`config.mk`:
```
export PLATFORM = sky130hd
export DESIGN_NAME = seg_scan_mux
export DESIGN_NICKNAME = d
export VERILOG_FILES = /design/src/rtl/seg_scan_mux.sv
export SDC_FILE = /design/constraint.sdc
export NUM_CORES = 1
export LEC_CHECK = 0
export CORE_AREA = 2 2 76 78
export DETAILED_ROUTE_END_ITERATION = 10
export DIE_AREA = 0 0 78 80
export PLACE_DENSITY = 0.8
export SLEW_MARGIN = 20
export SYNTH_ARGS = -nofsm -noshare
export SYNTH_HDL_FRONTEND = slang
export SYNTH_SLANG_ARGS = --single-unit
export TNS_END_PERCENT = 20
```
`constraint.sdc`:
```
create_clock -name clk -period 1.95 [get_ports clk]
set_input_delay 0.39 -clock clk [delete_from_list [all_inputs] [get_ports clk]]
set_output_delay 0.39 -clock clk [all_outputs]
set_load 0.02 [all_outputs]
```
`src/rtl/seg_scan_mux.sv`:
```
// seg_scan_mux: time-multiplexed driver for a three-digit, seven-segment display.
// Each frame latches seg0..seg2 into a shadow, so the three digits always show
// one consistent value. The frame then shows each digit for DWELL cycles on a
// shared segment bus, with a one-hot digit enable.
// Optional feature macro: SEG_SCAN_BLANK_EN. When it is defined, the block adds
// an anti-ghosting blank of BLANK cycles after every digit.
// Handshake: there is none. en is a level-sensitive qualifier. A cycle with
// en=0 freezes the scan position and blanks the outputs for that cycle.
// dbg_state exposes {phase, idx} so that checkers can follow the scan position.
module seg_scan_mux #(
    parameter int DWELL = 4,
    parameter int BLANK = 1
) (
    input  logic       clk,
    input  logic       rst,
    input  logic       en,
    input  logic [7:0] seg0,
    input  logic [7:0] seg1,
    input  logic [7:0] seg2,
    output logic [7:0] seg_out,
    output logic [2:0] dig_en,
    output logic       frame_start,
    output logic [2:0] dbg_state
);

    localparam logic [0:0] SHOW = 1'b0;
    localparam logic [0:0] BLNK = 1'b1;
    localparam logic [15:0] DWELL_LAST = 16'(DWELL - 1);

    // Reject illegal parameter values when the design is elaborated.
    if (DWELL < 1 || DWELL > 65535) begin : g_dwell_chk
        $error("seg_scan_mux: DWELL out of range");
    end
    if (BLANK < 1 || BLANK > 255) begin : g_blank_chk
        $error("seg_scan_mux: BLANK out of range");
    end

    logic [1:0]  idx;
    logic [15:0] cnt;
    logic [0:0]  phase;
    logic [7:0]  shadow0, shadow1, shadow2;
    logic [7:0]  cur_seg;
    logic [1:0]  idx_next;
    logic        frame_load;

    // Select the shadow byte for the current digit, and the next digit index.
    always_comb begin
        cur_seg  = shadow0;
        idx_next = 2'd0;
        case (idx)
            2'd0:    begin cur_seg = shadow0; idx_next = 2'd1; end
            2'd1:    begin cur_seg = shadow1; idx_next = 2'd2; end
            2'd2:    begin cur_seg = shadow2; idx_next = 2'd0; end
            default: begin cur_seg = shadow0; idx_next = 2'd0; end
        endcase
    end

    // A frame starts on the first cycle of the ones digit.
    assign frame_load = (phase == SHOW) && (idx == 2'd0) && (cnt == 16'd0);
    assign dbg_state  = {phase, idx};

`ifdef SEG_SCAN_BLANK_EN
    logic [7:0] bcnt;
    localparam logic [7:0] BLANK_LAST = 8'(BLANK - 1);

    // Scan engine with a blank phase after every digit.
    always_ff @(posedge clk) begin
        if (rst) begin
            seg_out     <= 8'h00;
            dig_en      <= 3'b000;
            frame_start <= 1'b0;
            shadow0     <= 8'h00;
            shadow1     <= 8'h00;
            shadow2     <= 8'h00;
            idx         <= 2'd0;
            cnt         <= 16'd0;
            phase       <= SHOW;
            bcnt        <= 8'd0;
        end else if (!en) begin
            seg_out     <= 8'h00;
            dig_en      <= 3'b000;
            frame_start <= 1'b0;
        end else if (phase == SHOW) begin
            if (frame_load) begin
                shadow0     <= seg0;
                shadow1     <= seg1;
                shadow2     <= seg2;
                seg_out     <= seg0;
                frame_start <= 1'b1;
            end else begin
                seg_out     <= cur_seg;
                frame_start <= 1'b0;
            end
            dig_en <= 3'(3'b001 << idx);
            if (cnt == DWELL_LAST) begin
                cnt   <= 16'd0;
                phase <= BLNK;
                bcnt  <= 8'd0;
            end else begin
                cnt <= cnt + 16'd1;
            end
        end else begin
            seg_out     <= 8'h00;
            dig_en      <= 3'b000;
            frame_start <= 1'b0;
            if (bcnt == BLANK_LAST) begin
                bcnt  <= 8'd0;
                phase <= SHOW;
                idx   <= idx_next;
            end else begin
                bcnt <= bcnt + 8'd1;
            end
        end
    end
`else
    assign phase = SHOW;

    // Scan engine without blanking: every digit follows the previous one directly.
    always_ff @(posedge clk) begin
        if (rst) begin
            seg_out     <= 8'h00;
            dig_en      <= 3'b000;
            frame_start <= 1'b0;
            shadow0     <= 8'h00;
            shadow1     <= 8'h00;
            shadow2     <= 8'h00;
            idx         <= 2'd0;
            cnt         <= 16'd0;
        end else if (!en) begin
            seg_out     <= 8'h00;
            dig_en      <= 3'b000;
            frame_start <= 1'b0;
        end else begin
            if (frame_load) begin
                shadow0     <= seg0;
                shadow1     <= seg1;
                shadow2     <= seg2;
                seg_out     <= seg0;
                frame_start <= 1'b1;
            end else begin
                seg_out     <= cur_seg;
                frame_start <= 1'b0;
            end
            dig_en <= 3'(3'b001 << idx);
            if (cnt == DWELL_LAST) begin
                cnt <= 16'd0;
                idx <= idx_next;
            end else begin
                cnt <= cnt + 16'd1;
            end
        end
    end
`endif

endmodule
```
==> results of run 1 <==
final cells by class:
class	count	share of cell area (%)
Clock inverter	2	0.5031
Tap cell	72	2.786
Inverter	5	0.5805
Multi-Input combinational cell	195	37.00
Clock buffer	6	2.554
Timing Repair Buffer	80	22.83
Sequential cell	54	33.75
sequential cells by signal (all words and copies together) (netlist names):
register and count:
shadow1 8, shadow2 8, shadow0 8, idx 2, dig_en 3, cnt 16
seg_out 8, frame_start 1
synthesized netlist by cell type:
| master | n | area, um^2 |
|---|---|---|
| buf_2 | 4 | 20.02 |
| ha_1 | 6 | 75.07 |
| conb_1 | 1 | 3.750 |
| nor3_1 | 6 | 30.03 |
| o21ai_1 | 21 | 105.1 |
| a21oi_1 | 33 | 165.2 |
| and4_1 | 2 | 17.52 |
| a22oi_1 | 8 | 60.06 |
| nor4_2 | 2 | 25.02 |
| mux2i_1 | 3 | 30.03 |
| or4_1 | 2 | 15.01 |
| xor2_1 | 8 | 70.07 |
| buf_4 | 2 | 15.01 |
| xnor2_1 | 6 | 52.55 |
| and3_1 | 2 | 12.51 |
| nand2b_1 | 1 | 6.260 |
| or2_2 | 1 | 6.260 |
| or3_1 | 1 | 6.260 |
| or4bb_1 | 2 | 22.52 |
| buf_6 | 3 | 33.78 |
| dfxtp_1 | 54 | 1081 |
| nand3_1 | 28 | 140.1 |
| o211ai_1 | 8 | 60.06 |
| clkbuf_1 | 13 | 48.80 |
| or4_4 | 2 | 22.52 |
| clkbuf_2 | 1 | 5.000 |
| o21ai_0 | 4 | 20.02 |
| nor2_1 | 18 | 67.56 |
| buf_1 | 1 | 3.750 |
| nand4_1 | 8 | 50.05 |
| nor4_1 | 2 | 12.51 |
| inv_1 | 5 | 18.77 |
| nand2_1 | 20 | 75.07 |
power by group through the flow:
stage / clock network [mW] / logic, mW / registers [mW]
2_1_floorplan: 0 / 0.223 / 1.22
6_report: 0.668 / 0.413 / 1.18
3_3_place_gp: 0 / 0.392 / 1.20
5_1_grt: 0.739 / 0.447 / 1.19
3_5_place_dp: 0 / 0.402 / 1.21
4_1_cts: 0.680 / 0.410 / 1.18
worst min-delay path, cell delays in order (launching register included):
cell	delay, ns
dfxtp_1	0.33
o21ai_2	0.05
a21oi_1	0.05
logic make-up after synthesis:
logic type | count (synthesis) | share of synthesized area, %
AO/OA/AOI/OAI | 74 | 17.26
XOR/XNOR | 14 | 5.158
adder cells (fa/ha/maj) | 6 | 3.158
buffers and inverters | 29 | 6.105
flip-flops | 54 | 45.47
multiplexers | 3 | 1.263
other | 1 | 0.1577
AND/OR/NAND/NOR | 97 | 21.42
per-layer routing:
layer  global-route usage (%)  vias up  wire length [um]
li1                         -     1111                 -
met1                    23.65     1029              2586
met2                    30.34       53              2716
met3                    4.072       10               239
met4                    7.018        0                97
met5                        0        -                 0
worst max path at each step:
stage | end | slack [ns] | cells after the start
after floorplan | shadow1[5] | -0.03 | 8
after global placement | idx[1] | -0.04 | 6
after detailed placement | shadow0[7] | -0.08 | 7
after CTS | shadow0[4] | -0.03 | 7
after global routing | shadow1[7] | -0.12 | 7
final | shadow0[0] | -0.07 | 7
layout by cell type, fill, tap and decap left out, types with 2 or more instances in the layout:
cell type         n
mux2i_1           2
nor3_1            6
o211ai_1          8
nor4_1            2
a21oi_1          33
dfxtp_4           2
xor2_1            8
inv_2             2
nand2_1          20
clkbuf_8          6
clkdlybuf4s50_1  40
nor4_4            2
o21ai_2           2
inv_1             3
nand3_1          28
o21ai_1          22
and3_1            2
and4_1            2
ha_2              2
nor2_1           18
xnor2_1           6
buf_12            3
dfxtp_2           2
buf_4            37
nand4_1           8
or4_4             4
dfxtp_1          50
a22oi_1           8
ha_1              4
per-stage QoR:
stage | instance area [um^2] | util [%]
3_3_place_gp | 3109 | 57.52
2_1_floorplan | 2401 | -
4_1_cts | 3216 | 59.49
6_report | 3233 | 59.81
3_5_place_dp | 3109 | 57.52
5_1_grt | 3233 | 59.81
repair_timing:
item | in CTS | in global routing
pin swaps | 0 | 3
setup endpoints to repair | 32 | 33
endpoints found under the hold margin | 0 | 0
gates resized for setup | 5 | 6
==> metrics.csv, run 1 <==
stage;metric;value;unit
status;outcome;finished, violations left;
status;violated checks;negative setup slack;
layout;area occupied by multi-input gates;1196;um^2
route;DR vias/cell;5.321;
setup_path;Top delay family on crit path;simple AND/OR/NAND/NOR gates;
setup_path;Worst path max stage delay;0.44;ns
sta;post-route minimum period;2.024;ns
setup_path;Worst EP arrival;2.21;ns
floorplan;I/O Pins;42;
route;post-route ant nets;0;
layout;share of cells above drive strength 1;19.59;%
power_and_ir_drop;Internal;1.647;mW
sta;RSZ-0062 raised after global routing;true;
worst_hold_path;Hold Crit Depth;2;
layout;fillcell total;458;
sta;setup ws final;-0.07406;ns
cts;CTS tree;yes;
layout;nets@finish;374;
cts;CTS Root Cell;clkbuf_8;
placement;gpl congestion;0.8272;
floorplan;Core Region;5405;um^2
setup_path;R2R Path End;shadow0[0];
setup_path;Critical Path Source;idx[0];
cts;post-CTS setup buffers;0;
layout;Area Growth Syn to Fin;36.00;%
yosys;Synth Cell Area;2377;um^2
route;vias;2203;
sta;top achievable clock speed;0.4941;GHz
cts;H-tree depth;2;
power_and_ir_drop;switching part of the total;27.28;%
layout;# diodes;0;
floorplan;Die X;78;um
cts;worst-skew pair later-pin latency;0.31;ns
cts;Clock Path Buffers;2;
route;WL/cell;13.62;um
yosys;syn_area_per_cell;8.551;um^2
placement;DPL Wire Length;3945;um
setup_path;CP cell instances;inv_2 -> ha_2 -> or4bb_1 -> or4_4 -> buf_12 -> o21ai_2 -> a21oi_1;
power_and_ir_drop;pwr/cell area;700.4;nW/um^2
route;drt first pass iters;4;
sta;endpoints failing hold;0;
setup_path;endpoint type of the worst setup path;register;
setup_path;R2R Path Start;idx[0];
cts;clk sinks;54;
sta;WHS;0.4733;ns
grt;grt ovf;0;
power_and_ir_drop;Psw;0.6177;mW
floorplan;# rows;27;
setup_path;reg2reg setup slack;-0.07;ns
sta;Max Slew Vio Count;0;
placement;dpl cells;406;
setup_path;Worst EP required;2.14;ns
setup_path;worst path bufs/invs;2;
yosys;Yosys warning total;0;
worst_hold_path;hold crit path type;register to register;
yosys;sequential-to-total area share from yosys stat;45.47;%
power_and_ir_drop;Clock Power Share;29.5;%
setup_path;crit path max-delay cell type;or4_4;
yosys;Unique masters post-synth;33;
power_and_ir_drop;Pleak;1.190;nW
power_and_ir_drop;Pwr Total;2.264;mW
grt;gr usage total;18.44;%
grt;global-route wire length before repair;9204;um
floorplan;Die H;80;um
placement;PortBufs;40;
placement;Post-Place Setup Slack;-0.08162;ns
worst_hold_path;Hold Startpoint;shadow2[0];
setup_path;cells on worst reg2reg path;7;
layout;Reg area;1091;um^2
yosys;Post-Syn Nets;311;
power_and_ir_drop;Seq pwr share;52.3;%
sta;clk_skew;0.009225;ns
job;max-cap violations;0;
grt;number of global-route vias before repair;2068;
cts;hold buffers post-CTS;0;
route;WL final;5639;um
grt;largest net degree at the start of global routing;34;
layout;Non-Filler Instances;414;
setup_path;Max Fanout on Critical Path;33;
route;DR DRC count;0;
setup_path;CP Launch Type;register;
route;initial DRC count;137;
sta;period utilization;103.8;%
power_and_ir_drop;Worst VDD drop;0.3484;mV
yosys;FF+latch count, synth;54;
sta;Finish-stage setup viols;23;
cts;CTS Buf Count;5;
power_and_ir_drop;Combinational Power Share;18.2;%
worst_hold_path;Hold Path End;shadow2[0];
setup_path;WS Path Type;register to register;
floorplan;Starting Density;43.98;%
sta;Setup TNS Final;-0.3948;ns
cts;CTS clk-pin slew, worst paths;0.10;ns
floorplan;Die ar.;6240;um^2
yosys;cell count after synthesis;278;
grt;initial antenna violation count;0;
(Power assumes the default switching activity.)
==> inputs of run 2 (changes only) <==
--- a/config.mk
+++ b/config.mk
@@ -8,9 +8,9 @@
 export CORE_AREA = 2 2 76 78
 export DETAILED_ROUTE_END_ITERATION = 10
 export DIE_AREA = 0 0 78 80
-export PLACE_DENSITY = 0.8
+export PLACE_DENSITY = 0.78
 export SLEW_MARGIN = 20
 export SYNTH_ARGS = -nofsm -noshare
 export SYNTH_HDL_FRONTEND = slang
 export SYNTH_SLANG_ARGS = --single-unit
-export TNS_END_PERCENT = 20
+export TNS_END_PERCENT = 100
==> constraint.sdc (replaced) <==
create_clock -name clk -period 2.2 [get_ports clk]
set_input_delay 0.44 -clock clk [delete_from_list [all_inputs] [get_ports clk]]
set_output_delay 0.44 -clock clk [all_outputs]
set_load 0.02 [all_outputs]
==> metrics.csv, run 2 (synthesized netlist as in run 1, its figures left out) <==
stage;metric;value;unit
status;outcome;finished clean;
grt;number of global-route vias before repair;1926;
layout;Most flops, register;cnt;
route;DR vias/cell;5.262;
sta;RSZ-0062 raised after global routing;false;
grt;initial antenna violation count;0;
route;vias;2052;
grt;global-route wire length before repair;8618;um
layout;max reg flops;16;
sta;Max Slew Vio Count;0;
cts;Clock Path Buffers;2;
floorplan;# rows;27;
setup_path;Critical Path Source;idx[1];
placement;PortBufs;40;
sta;clk_skew;0.01091;ns
cts;CTS Root Cell;clkbuf_8;
setup_path;R2R Path Start;idx[1];
sta;Slew HR;52.37;%
cts;H-tree depth;2;
floorplan;Core Region;5405;um^2
power_and_ir_drop;Pleak;1.064;nW
layout;most frequent cells in the layout;dfxtp_1, clkdlybuf4s50_1, a21oi_1;
sta;post-route minimum period;2.117;ns
layout;Reg area;1081;um^2
route;drt first pass iters;4;
layout;share of cells above drive strength 1;9.748;%
sta;top achievable clock speed;0.4724;GHz
layout;Non-Filler Instances;390;
layout;Final Util;55.81;%
floorplan;Die ar.;6240;um^2
job;max-cap violations;0;
floorplan;I/O Pins;42;
floorplan;Starting Density;43.98;%
route;initial DRC count;141;
setup_path;Max Fanout on Critical Path;33;
placement;dpl cells;382;
setup_path;Worst EP required;2.39;ns
route;WL final;5197;um
cts;CTS Buf Count;5;
grt;met3 Track Usage GR;4.186;%
power_and_ir_drop;Worst VDD drop;0.4005;mV
layout;# diodes;0;
power_and_ir_drop;pwr/cell area;676.8;nW/um^2
grt;grt ovf;0;
layout;Area Growth Syn to Fin;26.89;%
grt;gr busiest metal;met2;
floorplan;Die X;78;um
worst_hold_path;Hold Startpoint;shadow0[7];
setup_path;WS Path Type;register to register;
setup_path;CP Launch Type;register;
worst_hold_path;hold crit path type;register to register;
grt;met2 Use GR;27.76;%
floorplan;Die H;80;um
grt;largest net degree at the start of global routing;34;
cts;CTS tree;yes;
layout;area occupied by multi-input gates;1167;um^2
route;WL/cell;13.33;um
cts;cts repair resizes;0;
sta;endpoints failing hold;0;
cts;clk sinks;54;
cts;post-CTS setup buffers;0;
cts;worst-skew pair later-pin latency;0.30;ns
grt;met1 usage;22.35;%
layout;nets@finish;350;
setup_path;endpoint type of the worst setup path;register;
layout;commonest non-fill, non-tap cell in the layout;dfxtp_1;
setup_path;Worst EP arrival;2.31;ns
sta;Worst-Margin Slew;0.7136;ns
placement;gpl congestion;0.7898;
route;post-route ant nets;0;
route;DR DRC count;0;
cts;hold buffers post-CTS;0;
sta;Finish-stage setup viols;0;
placement;DPL Wire Length;3634;um
grt;gr usage total;17.14;%
sta;period utilization;96.22;%
layout;fillcell total;506;
cts;CTS clk-pin slew, worst paths;0.10;ns
-- run 2: cell count changes in the layout (fill, tap and decap cells not counted), sizes merged --
cell	change
clkbuf	-1
clkinvlp	+1
buf	-24
inv	-1
bufinv	+1
-- run 2: critical path, stage by stage, from the launching register on --
cell and delay [ns]:
dfxtp_1 0.32, inv_1 0.11, ha_1 0.19, or4bb_4 0.49
or4_4 0.44, buf_12 0.18, o21ai_0 0.18, a21oi_1 0.09
-- run 2: path summary, 6_finish.rpt --
kind / to / slack (ns) / depth (start not counted)
hold reg to reg: shadow0[7] / 0.48 / 2
setup / recovery: shadow1[7] / 0.08 / 7
setup reg to reg: shadow1[7] / 0.08 / 7
hold / removal: shadow0[7] / 0.48 / 2
-- run 2: stage by stage --
step | setup TNS [ns] | total power, mW | hold WS, ns | setup WS, ns | area, um^2
6_report | 0 | 2.042 | 0.4787 | 0.08311 | 3017
4_1_cts | 0 | 2.050 | 0.4805 | 0.06039 | 3009
2_1_floorplan | 0 | 1.281 | 0.4495 | 0.1219 | 2377
3_3_place_gp | 0 | 1.397 | 0.4555 | 0.1302 | 2895
3_5_place_dp | -0.07406 | 1.406 | 0.4701 | -0.01146 | 2895
5_1_grt | 0 | 2.149 | 0.5015 | 0.001006 | 3017
-- run 2: power by group --
group | leakage (nW) | internal (mW) | switching, mW
clock network | 0.0504 | 0.338 | 0.311
logic | 0.574 | 0.160 | 0.183
registers | 0.440 | 1.03 | 0.0219
-- run 2: area by class of cell --
| class | count | area share [%] |
|---|---|---|
| clock buffer | 5 | 2.281 |
| inverter | 5 | 0.6221 |
| tap | 72 | 2.986 |
| clock inverter | 3 | 1.493 |
| multi-input combinational | 195 | 38.70 |
| sequential | 54 | 35.84 |
| timing repair buffer | 56 | 18.08 |
-- run 2: metal layers --
metal	vias to the layer above	share of wire [%]
li1	1060	-
met1	931	46
met2	57	48
met3	4	5.1
met4	0	0.83
met5	-	0
==> inputs of run 3 (changes only) <==
--- a/config.mk
+++ b/config.mk
@@ -5,10 +5,12 @@
 export SDC_FILE = /design/constraint.sdc
 export NUM_CORES = 1
 export LEC_CHECK = 0
-export CORE_AREA = 2 2 76 78
+export CELL_PAD_IN_SITES_DETAIL_PLACEMENT = 0
+export CELL_PAD_IN_SITES_GLOBAL_PLACEMENT = 2
+export CORE_AREA = 2 2 91 93
 export DETAILED_ROUTE_END_ITERATION = 10
-export DIE_AREA = 0 0 78 80
-export PLACE_DENSITY = 0.78
+export DIE_AREA = 0 0 93 95
+export PLACE_DENSITY = 0.86
 export SLEW_MARGIN = 20
 export SYNTH_ARGS = -nofsm -noshare
 export SYNTH_HDL_FRONTEND = slang
==> metrics.csv, run 3 (synthesized netlist as in run 1, its figures left out) <==
stage;metric;value;unit
setup_path;Max Fanout on Critical Path;33;
route;DR DRC count;0;
cts;CTS clk-pin slew, worst paths;0.10;ns
worst_hold_path;hold crit path type;register to register;
sta;clk_skew;0.01931;ns
route;drt first pass iters;4;
worst_hold_path;Hold Startpoint;shadow2[5];
floorplan;Starting Density;29.99;%
cts;CTS Buf Count;5;
layout;Area Growth Syn to Fin;29.16;%
cts;Clock Path Buffers;2;
layout;nets@finish;354;
job;max-cap violations;0;
sta;top achievable clock speed;0.4794;GHz
cts;CTS tree;yes;
route;WL final;5582;um
layout;Most flops, register;cnt;
setup_path;CP cell instances;inv_1 -> ha_2 -> or4bb_1 -> or4_4 -> buf_12 -> o21ai_0 -> a21oi_1;
sta;endpoints failing hold;0;
power_and_ir_drop;pwr/cell area;648.8;nW/um^2
power_and_ir_drop;Worst VDD drop;0.2399;mV
grt;largest net degree at the start of global routing;34;
setup_path;endpoint type of the worst setup path;register;
setup_path;R2R Path End;shadow0[7];
placement;Post-Place Setup Slack;0.02869;ns
layout;most frequent cells in the layout;dfxtp_1, clkdlybuf4s50_1, a21oi_1;
cts;H-tree depth;2;
cts;clk sinks;54;
setup_path;Worst EP arrival;2.28;ns
layout;share of cells above drive strength 1;10.87;%
layout;max reg flops;16;
placement;gpl congestion;0.7543;
floorplan;Core Region;7928;um^2
setup_path;reg2reg setup slack;0.11;ns
worst_hold_path;Hold Path End;shadow2[5];
placement;PortBufs;40;
sta;post-route minimum period;2.086;ns
sta;setup ws final;0.1140;ns
status;outcome;finished clean;
setup_path;crit path max-delay cell type;or4_4;
power_and_ir_drop;Pleak;1.084;nW
floorplan;I/O Pins;42;
setup_path;Top delay family on crit path;simple AND/OR/NAND/NOR gates;
grt;global-route wire length before repair;9604;um
sta;Setup TNS Final;0;ns
route;vias;2045;
layout;# diodes;0;
cts;worst-skew pair later-pin latency;0.32;ns
setup_path;cells on worst reg2reg path;7;
cts;CTS Root Cell;clkbuf_8;
sta;Finish-stage setup viols;0;
setup_path;WS Path Type;register to register;
route;WL/cell;13.07;um
grt;initial antenna violation count;0;
grt;grt ovf;0;
floorplan;# rows;33;
setup_path;worst path bufs/invs;2;
route;DR vias/cell;4.789;
floorplan;Die ar.;8835;um^2
sta;WHS;0.4842;ns
setup_path;Worst path max stage delay;0.44;ns
worst_hold_path;Hold Crit Depth;2;
grt;number of global-route vias before repair;1889;
grt;gr usage total;13.53;%
sta;Max Slew Vio Count;0;
setup_path;Worst EP required;2.39;ns
route;post-route ant nets;0;
layout;commonest non-fill, non-tap cell in the layout;dfxtp_1;
floorplan;Die H;95;um
route;initial DRC count;113;
setup_path;CP Launch Type;register;
sta;RSZ-0062 raised after global routing;false;
sta;period utilization;94.82;%
floorplan;Die X;93;um
placement;DPL Wire Length;3817;um
setup_path;R2R Path Start;idx[1];
cts;post-CTS setup buffers;0;
-- run 3: final cells by class --
class,count,area [um^2]
inverters,5,18.77
repair buffers,60,575.6
clock inverters,3,28.78
multi-input cells,195,1166
clock buffers,5,68.82
flip-flops and latches,54,1081
well taps,105,131.4
fillers,832,4857
-- run 3: how the worst max path moves through the flow --
stage | startpoint | endpoint | slack (ns) | cells after the start
floorplan | idx[1] | shadow1[5] | 0.12 | 8
global route | idx[1] | shadow0[7] | 0.008 | 7
finish | idx[1] | shadow0[7] | 0.11 | 7
CTS | idx[1] | shadow2[7] | 0.09 | 7
detailed placement | en | cnt[4] | 0.03 | 5
global placement | en | cnt[1] | 0.09 | 5
-- run 3: stage by stage --
stage          std cells  util [%]  cell area (um^2)  total power, mW
6_report             427     38.73              3070            1.992
5_1_grt              427     38.73              3070            2.097
4_1_cts              427     38.65              3064            2.019
3_5_place_dp         419     37.42              2967            1.421
3_3_place_gp         419     37.42              2967            1.416
2_1_floorplan        278         -              2377            1.281
-- run 3: timing repair --
item,in CTS,in global routing
endpoints found under the hold margin,0,0
hold buffers,0,0
gates resized for setup,0,3
endpoints found under the setup margin,0,3
-- run 3: worst register-to-register path: stages (launching register included) --
cell and delay, ns:
dfxtp_1 0.32, inv_1 0.13, ha_2 0.23, or4bb_1 0.42
or4_4 0.44, buf_12 0.18, o21ai_0 0.17, a21oi_1 0.08
-- run 3: report_power, final --
part / switching [mW] / internal, mW / leakage (nW)
Clock: 0.357 / 0.237 / 0.0502
Sequential: 0.0206 / 1.03 / 0.440
Combinational: 0.187 / 0.162 / 0.594
-- run 3: metal layers --
layer	GRT usage (%)	routed length (um)	up-vias	share of wire [%]
met2	20.83	2529	37	45
met3	3.272	233	6	4.2
met5	0	0	-	0
li1	-	-	1073	-
met4	4.044	65	0	1.2
met1	18.80	2754	929	49
